==> src/rtl/mips_run_controller_if.sv <==
// mips_run_controller_if: control/status bundle between a host and the run controller
interface mips_run_controller_if #(
  parameter int CNT_W = 16
);
  logic [1:0]       mode;
  logic             start;
  logic             step;
  logic             halt;
  logic [CNT_W-1:0] cycles;
  logic             core_en;
  logic             core_reset;
  logic             busy;
  logic             done;
  logic [CNT_W-1:0] cycle_count;
  modport master (
    output mode, start, step, halt, cycles,
    input  core_en, core_reset, busy, done, cycle_count
  );
  modport slave (
    input  mode, start, step, halt, cycles,
    output core_en, core_reset, busy, done, cycle_count
  );
endinterface

==> src/rtl/mips_run_controller.sv <==
// mips_run_controller: sequences core reset and enabled cycles in free-run, burst or single-step mode
module mips_run_controller #(
  parameter int CNT_W          = 16,
  parameter int DEFAULT_CYCLES = 9,
  parameter int RST_CYCLES     = 2
) (
  input  logic                 clk_i,
  input  logic                 rst_i,
  mips_run_controller_if.slave ctl
);
  typedef enum logic [2:0] {IDLE, CORE_RST, RUN, STEP_WAIT, STEP_PULSE, DONE} state_t;
  localparam int RW = RST_CYCLES > 1 ? $clog2(RST_CYCLES) : 1;
  state_t           state_q, state_d;
  logic [1:0]       mode_q, mode_d;
  logic [CNT_W-1:0] target_q, target_d, count_q, count_d;
  logic [RW-1:0]    rcnt_q, rcnt_d;
  logic             step_q, core_en_q, core_reset_q, busy_q, done_q, launch;
  // next state, latched run parameters and cycle counter
  always_comb begin
    launch   = ctl.start && ctl.mode != 2'b11;
    state_d  = state_q;
    mode_d   = mode_q;
    target_d = target_q;
    rcnt_d   = rcnt_q;
    count_d  = core_en_q ? count_q + 1'b1 : count_q;
    case (state_q)
      IDLE, DONE: if (launch) begin
        state_d  = CORE_RST;
        mode_d   = ctl.mode;
        target_d = ctl.cycles == '0 ? CNT_W'(DEFAULT_CYCLES) : ctl.cycles;
        count_d  = '0;
        rcnt_d   = '0;
      end
      CORE_RST: begin
        rcnt_d = rcnt_q + 1'b1;
        if (rcnt_q == RW'(RST_CYCLES - 1)) state_d = mode_q == 2'b10 ? STEP_WAIT : RUN;
      end
      RUN: if (ctl.halt || (mode_q == 2'b01 && count_q + 1'b1 == target_q)) state_d = DONE;
      STEP_WAIT: state_d = ctl.halt ? DONE : (ctl.step && !step_q) ? STEP_PULSE : STEP_WAIT;
      STEP_PULSE: state_d = STEP_WAIT;
      default: state_d = IDLE;
    endcase
  end
  // state register; outputs are decoded from the next state so they move with it
  always_ff @(posedge clk_i or posedge rst_i) begin
    if (rst_i) begin
      state_q      <= IDLE;
      mode_q       <= 2'b00;
      target_q     <= '0;
      count_q      <= '0;
      rcnt_q       <= '0;
      step_q       <= 1'b0;
      core_en_q    <= 1'b0;
      core_reset_q <= 1'b1;
      busy_q       <= 1'b0;
      done_q       <= 1'b0;
    end else begin
      state_q      <= state_d;
      mode_q       <= mode_d;
      target_q     <= target_d;
      count_q      <= count_d;
      rcnt_q       <= rcnt_d;
      step_q       <= ctl.step;
      core_en_q    <= state_d == RUN || state_d == STEP_PULSE;
      core_reset_q <= state_d == IDLE || state_d == CORE_RST;
      busy_q       <= !(state_d == IDLE || state_d == DONE);
      done_q       <= state_d == DONE;
    end
  end
  assign ctl.core_en     = core_en_q;
  assign ctl.core_reset  = core_reset_q;
  assign ctl.busy        = busy_q;
  assign ctl.done        = done_q;
  assign ctl.cycle_count = count_q;
endmodule

==> src/flat_wrapper.sv <==
// flat-port wrapper written by rule: the top's interface ports become plain ports
module mips_run_controller_flat 
#(
  parameter int CNT_W          = 16,
  parameter int DEFAULT_CYCLES = 9,
  parameter int RST_CYCLES     = 2
)
  (clk_i, rst_i, ctl_mode, ctl_start, ctl_step, ctl_halt, ctl_cycles, ctl_core_en, ctl_core_reset, ctl_busy, ctl_done, ctl_cycle_count);
  mips_run_controller_if #(.CNT_W(CNT_W)) ctl_i ();
  input  logic clk_i;
  input  logic rst_i;
  input wire logic [$bits(ctl_i.mode)-1:0] ctl_mode;
  input wire logic [$bits(ctl_i.start)-1:0] ctl_start;
  input wire logic [$bits(ctl_i.step)-1:0] ctl_step;
  input wire logic [$bits(ctl_i.halt)-1:0] ctl_halt;
  input wire logic [$bits(ctl_i.cycles)-1:0] ctl_cycles;
  output wire logic [$bits(ctl_i.core_en)-1:0] ctl_core_en;
  output wire logic [$bits(ctl_i.core_reset)-1:0] ctl_core_reset;
  output wire logic [$bits(ctl_i.busy)-1:0] ctl_busy;
  output wire logic [$bits(ctl_i.done)-1:0] ctl_done;
  output wire logic [$bits(ctl_i.cycle_count)-1:0] ctl_cycle_count;
  assign ctl_i.mode = ctl_mode;
  assign ctl_i.start = ctl_start;
  assign ctl_i.step = ctl_step;
  assign ctl_i.halt = ctl_halt;
  assign ctl_i.cycles = ctl_cycles;
  assign ctl_core_en = ctl_i.core_en;
  assign ctl_core_reset = ctl_i.core_reset;
  assign ctl_busy = ctl_i.busy;
  assign ctl_done = ctl_i.done;
  assign ctl_cycle_count = ctl_i.cycle_count;
  mips_run_controller #(.CNT_W(CNT_W), .DEFAULT_CYCLES(DEFAULT_CYCLES), .RST_CYCLES(RST_CYCLES)) u_core (.clk_i(clk_i), .rst_i(rst_i), .ctl(ctl_i));
endmodule
==> config.mk <==
export PLATFORM = sky130hd
export DESIGN_NAME = mips_run_controller_flat
export DESIGN_NICKNAME = d
export VERILOG_FILES = /design/src/rtl/mips_run_controller_if.sv /design/src/rtl/mips_run_controller.sv /design/src/flat_wrapper.sv
export SDC_FILE = /design/constraint.sdc
export NUM_CORES = 1
export LEC_CHECK = 0
export CORE_AREA = 4 4 84 86
export CTS_BUF_LIST = sky130_fd_sc_hd__clkbuf_8
export DETAILED_ROUTE_END_ITERATION = 8
export DIE_AREA = 0 0 88 90
export MAX_ROUTING_LAYER = met4
export SYNTH_ARGS = -nofsm -noshare
export SYNTH_HDL_FRONTEND = slang
export SYNTH_SLANG_ARGS = --single-unit
==> constraint.sdc <==
create_clock -name clk_i -period 1.9 [get_ports clk_i]
set_input_delay 0.38 -clock clk_i [delete_from_list [all_inputs] [get_ports clk_i]]
set_output_delay 0.38 -clock clk_i [all_outputs]
set_load 0.1 [all_outputs]
==> impl_metrics.yaml, run 1 <==
clocking:
  ctsLongestPathBuffers: 2
  hold_buffers: 0
  clkTransAtPathRegs_ns: 0.10
  clock-root-buffer: "clkbuf_8"
  cts.sinks: 43
  cts_tree: "yes"
  clkLatencyLatePin_ns: 0.30
  numCtsBuffers: 5
  cts_max_level: 2
route:
  drt-pass1-iter-count: 4
  wirelength_um: 5963
  ant_nets: 0
  drt_iter0_markers: 134
  drc: 0
  num_vias: 2074
  wire_per_inst_um: 15.06
  via_per_inst: 5.237
sta:
  rsz0062_at_grt: "yes"
  fin_crit_sh_pct: 108.8
  max_slew.worst_pin.slew_ns: 0.3807
  fmax_mhz: 483.8
  setup_viol: 6
  finalHoldViolCount: 0
  fin_skew_ns: 0.006753
  drv_slew: 0
  setup_ws_ns: -0.1669
  max_slew_margin_pct: 74.62
  fin_crit_ns: 2.067
worst_setup_path:
  slowest_delay_ns: 0.51
  start_kind: "flip-flop"
  cp_data_required_time_ns: 2.08
  cp_cell_sequence: "ha_4 -> xor2_1 -> nor4b_2 -> o211ai_1 -> nor3_2 -> a41o_2 -> a21oi_1"
  crit_buf_inv: 0
  critical-path-top-delay-family: "compound AO/OA/AOI/OAI gates"
  crit_path_top_delay_cell: "dfrtp_4"
  arrival_ns: 2.25
  cp_max_fo: 6
  end_kind: "flip-flop"
  critPathKind: "reg -> reg"
run_status:
  outcome: "finished with violations"
  violations: "setup timing"
yosys:
  ys_types: 49
  yosysWarnings: 0
  ys_seq_elements: 43
  yosysSeqAreaShare_pct: 43.77
  syn_area_mm2: 0.002461
  synth_area_per_cell_um2: 10.05
  syn-num-nets: 269
  netlist_instances: 245
global_route:
  grt_pass1_vias: 2182
  grt_max_degree: 44
  grt_antenna_before_repair: 0
  grt_first_pass_wirelength_um: 10580
  grtUsageTotal_pct: 17.12
  grt_overflow_total: 0
min_path:
  hold_class: "in -> async"
power:
  p_int_mw: 2.659
  p_switching_mw: 2.023
  p_sw_share_pct: 43.21
  power.density_mw_per_mm2: 1296
  pwr-share-clk_pct: 13.9
  fin_total_pwr_mw: 4.682
  ir_drop_v: 0.001069
  power.leakage_nw: 1.463
  pwr-share-comb_pct: 51.5
  seqPwrFrac_pct: 34.6
layout:
  final_nets: 342
  diodes: 0
  layout-drive-gt1-share_pct: 37.62
  area_delta_synth_final_pct: 46.82
  layout_commonest_cell: "buf_4"
  final_cell_mix: "35 x buf_4, 27 x nor2_1, 26 x xnor2_1, 26 x dfrtp_1, 22 x clkdlybuf4s50_1"
die:
  die_width_um: 88
  start_util_pct: 39.21
  ios: 43
  core-area_mm2: 0.006277
  die_h_um: 90
  die_area_mm2: 0.007920
  row_count: 29
run:
  maxCapViolations: 0
placed_design:
  gp_congestion: 0.8374
  place_hpwl_um: 4463
  port_buffers: 42
  dp_slack_ns: -0.2546
==> power by group through the flow <==
stage / clock (mW) / sequential (mW) / combinational, mW
floorplan: 0 / 1.99 / 1.27
global placement: 0 / 1.62 / 2.33
detailed placement: 0 / 1.63 / 2.37
CTS: 0.658 / 1.62 / 2.40
global route: 0.694 / 1.67 / 2.61
finish: 0.650 / 1.62 / 2.41
==> layer usage <==
| metal | track usage, % | vias up | share of wire (%) |
|---|---|---|---|
| li1 | - | 1012 | - |
| met1 | 22.81 | 1017 | 47 |
| met2 | 26.76 | 38 | 48 |
| met3 | 3.199 | 7 | 3.1 |
| met4 | 4.348 | 0 | 1.3 |
| met5 | - | - | 0 |
==> sequential cells by signal, summed over array words and instances, names as in the netlist <==
signal / flops
u_core.target_q: 16
u_core.state_q: 3
u_core.step_q: 1
u_core.ctl.core_reset: 1
u_core.mode_q: 2
u_core.ctl.done: 1
u_core.rcnt_q: 1
u_core.ctl.cycle_count: 16
u_core.ctl.core_en: 1
u_core.ctl.busy: 1
==> path summary, 6_finish.rpt <==
path | start | end | slack, ns | depth (start not counted)
max | u_core.ctl.cycle_count[0] | u_core.ctl.core_en | -0.17 | 7
min | rst_i | u_core.target_q[12] | 0.43 | 3
max reg2reg | u_core.ctl.cycle_count[0] | u_core.ctl.core_en | -0.17 | 7
min reg2reg | u_core.target_q[3] | u_core.target_q[3] | 0.54 | 1
max in group asynchronous | rst_i | u_core.ctl.core_reset | 1.22 | 3
min in group clk_i | u_core.target_q[3] | u_core.target_q[3] | 0.54 | 1
==> worst min-delay path: cells and delay by family <==
kind                   cells  cell delay (ns)
buffers and inverters      3             0.73
==> metrics by stage <==
| step | area (µm²) | std cells | util, % | hold WS [ns] | TNS [ns] |
|---|---|---|---|---|---|
| floorplan | 2575 | 245 | - | 0.4114 | -1.270 |
| detailed placement | 3458 | 387 | 55.09 | 0.5209 | -1.790 |
| finish | 3613 | 396 | 57.56 | 0.4273 | -0.8865 |
| global route | 3613 | 396 | 57.56 | 0.4618 | -1.583 |
| CTS | 3583 | 396 | 57.09 | 0.4367 | -0.5046 |
| global placement | 3458 | 387 | 55.09 | 0.5136 | -1.421 |
==> final cells by class <==
class,count,area (µm²)
Inverter,8,30.03
Clock buffer,5,68.82
Clock inverter,3,26.28
Fill cell,555,2664
Timing Repair Buffer,79,905.9
Tap cell,77,96.34
Multi-Input combinational cell,181,1361
Sequential cell,43,1125
==> synthesized netlist by cell type (all sizes together) <==
cell / count / area share [%]
a2111oi: 1 / 0.61
a211o: 1 / 0.36
a21bo: 1 / 0.41
a21boi: 1 / 0.31
a21o: 3 / 0.92
a21oi: 7 / 1.4
a22oi: 1 / 0.31
a311oi: 1 / 0.36
a31oi: 3 / 0.76
a41o: 1 / 0.46
and2: 3 / 0.76
buf: 6 / 1.6
clkbuf: 7 / 1.2
dfrtp: 42 / 43
dfstp: 1 / 1.1
ha: 1 / 0.51
inv: 8 / 1.2
mux2: 15 / 6.9
mux2i: 2 / 0.81
nand2: 18 / 2.7
nand2b: 3 / 0.76
nand3: 6 / 1.2
nand3b: 1 / 0.31
nand4: 8 / 3.2
nor2: 27 / 4.1
nor2b: 2 / 0.51
nor3: 10 / 2.2
nor3b: 1 / 0.31
nor4: 9 / 2.9
nor4b: 2 / 0.71
nor4bb: 1 / 0.41
o211ai: 2 / 0.61
o21ai: 3 / 0.61
o221a: 1 / 0.46
o22a: 3 / 1.1
o22ai: 1 / 0.25
o311a: 1 / 0.41
o31ai: 1 / 0.31
o32ai: 1 / 0.36
or2: 3 / 0.76
xnor2: 26 / 9.3
xor2: 10 / 3.9
==> kinds of logic (layout without fill, tap and decap cells) <==
group                    count (synthesis)  after routing  share of synthesized area (%)
AO/OA/AOI/OAI                           33             33                          9.965
XOR/XNOR                                36             36                          13.12
multiplexers                            17             17                          7.677
AND/OR/NAND/NOR                         94             94                          20.90
flip-flops                              43             43                          43.77
adder cells (fa/ha/maj)                  1              1                         0.5083
buffers and inverters                   21             95                          4.067
==> what timing repair did <==
action / 4_1_cts / 5_1_grt
setup endpoints to repair: 6 / 9
gates cloned: 0 / 0
gates resized for setup: 5 / 7
pin swaps: 7 / 7
setup buffers: 1 / 0
(Power assumes the default switching activity.)
==> run 2: changes to the inputs <==
--- a/config.mk
+++ b/config.mk
@@ -5,10 +5,10 @@
 export SDC_FILE = /design/constraint.sdc
 export NUM_CORES = 1
 export LEC_CHECK = 0
-export CORE_AREA = 4 4 84 86
+export CORE_AREA = 2 2 82 84
 export CTS_BUF_LIST = sky130_fd_sc_hd__clkbuf_8
 export DETAILED_ROUTE_END_ITERATION = 8
-export DIE_AREA = 0 0 88 90
+export DIE_AREA = 0 0 84 86
 export MAX_ROUTING_LAYER = met4
 export SYNTH_ARGS = -nofsm -noshare
 export SYNTH_HDL_FRONTEND = slang
==> run 2 against run 1 <==
The flow still finishes with violations (setup timing). Global-route usage rose by 1.2 points. Combinational power grew 5%. Non-clock buffer count is 2 lower. Largest cell class unchanged. Critical path type unchanged. Setup slack improved by 0.10 ns. Largest power group unchanged.
==> impl_metrics.yaml, run 2 (synthesis results as in run 1) <==
worst_setup_path:
  arrival_ns: 2.14
  crit_path_top_delay_cell: "dfrtp_4"
  slowest_delay_ns: 0.50
  critPathKind: "reg -> reg"
  end_kind: "flip-flop"
  cp_cell_sequence: "ha_4 -> xor2_2 -> nor4b_2 -> o211ai_1 -> nor3_1 -> a41o_2 -> a22oi_2"
  worst-r2r-cell-count: 7
  cp_max_fo: 6
  cp_data_required_time_ns: 2.07
  start_kind: "flip-flop"
route:
  drt_iter0_markers: 56
  drc: 0
  wirelength_um: 6047
  num_vias: 2034
  via_per_inst: 5.162
  ant_nets: 0
  wire_per_inst_um: 15.35
  drt-pass1-iter-count: 4
sta:
  rsz0062_at_grt: "yes"
  setup_viol: 6
  tns_ns: -0.3218
  worst_hold_slack_ns: 0.4393
  fin_crit_sh_pct: 103.4
  drv_slew: 0
  fmax_mhz: 508.8
  finalHoldViolCount: 0
  fin_crit_ns: 1.965
  max_slew.worst_pin.slew_ns: 0.4173
  max_slew_margin_pct: 71.98
  fin_skew_ns: 0.005759
  setup_ws_ns: -0.06530
die:
  ios: 43
  die_h_um: 86
  start_util_pct: 39.21
  die_width_um: 84
  die_area_mm2: 0.007224
  core-area_mm2: 0.006277
  row_count: 29
clocking:
  numCtsBuffers: 5
  clock-root-buffer: "clkbuf_8"
  clkTransAtPathRegs_ns: 0.08
  cts_max_level: 2
  cts_tree: "yes"
  ctsLongestPathBuffers: 2
  clkLatencyLatePin_ns: 0.29
  cts.sinks: 43
run_status:
  violations: "setup timing"
  outcome: "finished with violations"
power:
  pwr-share-comb_pct: 50.4
  pwr-share-clk_pct: 17.0
  power.leakage_nw: 1.469
  p_int_mw: 2.985
  ir_drop_v: 0.001278
  seqPwrFrac_pct: 32.5
  p_switching_mw: 2.010
  p_sw_share_pct: 40.24
  power.density_mw_per_mm2: 1365
layout:
  final_nets: 340
  layout-drive-gt1-share_pct: 37.22
  area_delta_synth_final_pct: 48.65
  layout_commonest_cell: "buf_4"
  diodes: 0
  final_cell_mix: "32 x buf_4, 27 x nor2_1, 26 x xnor2_1, 26 x dfrtp_1, 22 x clkdlybuf4s50_1"
global_route:
  grt_overflow_total: 0
  grt_antenna_before_repair: 0
  grt_pass1_vias: 2074
  grtUsageTotal_pct: 18.29
  grt_max_degree: 44
  grt_first_pass_wirelength_um: 10220
run:
  maxCapViolations: 0
placed_design:
  port_buffers: 42
  place_hpwl_um: 4621
  gp_congestion: 0.8302
min_path:
  hold_class: "in -> async"
==> run 2: area by class of cell <==
cell class	instances	area, µm²
Timing Repair Buffer	77	903.4
Sequential cell	43	1125
Multi-Input combinational cell	181	1368
Fill cell	532	2619
Tap cell	77	96.34
Inverter	8	30.03
Clock buffer	5	68.82
Clock inverter	3	67.56
==> run 2: path summary, 6_finish.rpt <==
kind,startpoint,to,slack (ns)
max in group asynchronous,rst_i,u_core.ctl.core_reset,1.20
max,u_core.ctl.cycle_count[0],u_core.ctl.busy,-0.07
min,rst_i,u_core.target_q[13],0.44
min reg2reg,u_core.target_q[3],u_core.target_q[3],0.53
max reg2reg,u_core.ctl.cycle_count[0],u_core.ctl.busy,-0.07
min in group clk_i,u_core.target_q[3],u_core.target_q[3],0.53
==> run 2: critical path, delay by kind of cell (launching register included) <==
family | cells | cell delay, ns
adders and majority gates | 1 | 0.25
AOI/OAI and AO/OA | 3 | 0.51
and+or+nand+nor | 2 | 0.44
DFF | 1 | 0.50
xor gates and xnor gates | 1 | 0.14
==> run 2: power by group through the flow <==
stage               registers, mW  clock network, mW  logic (mW)
floorplan                    1.99                  0        1.27
global placement             1.63                  0        2.38
detailed placement           1.63                  0        2.41
CTS                          1.62              0.872        2.50
global route                 1.67              0.907        2.72
finish                       1.62              0.851        2.52
==> run 2: repair_timing <==
| item | in CTS | in global routing |
|---|---|---|
| setup buffers | 3 | 0 |
| pin swaps | 8 | 5 |
| hold buffers | 0 | 0 |
| setup endpoints to repair | 6 | 8 |
| resized for setup | 5 | 7 |
==> run 2: per-layer routing <==
| metal | up-vias | global-route usage (%) | part of all wire (%) |
|---|---|---|---|
| li1 | 1000 | - | - |
| met1 | 1000 | 23.92 | 47 |
| met2 | 28 | 29.82 | 49 |
| met3 | 6 | 2.599 | 2.0 |
| met4 | 0 | 5.425 | 1.6 |
| met5 | - | - | 0 |
==> run 2: metrics by stage <==
step	cells	util, %	setup slack (ns)	instance area [µm²]	total power [mW]
global route	394	58.28	-0.1706	3659	5.296
detailed placement	383	54.81	-0.2922	3441	4.039
finish	394	58.28	-0.06530	3659	4.995
floorplan	245	-	-0.2315	2575	3.260
CTS	394	57.74	-0.1306	3625	4.990
global placement	383	54.81	-0.2304	3441	4.006
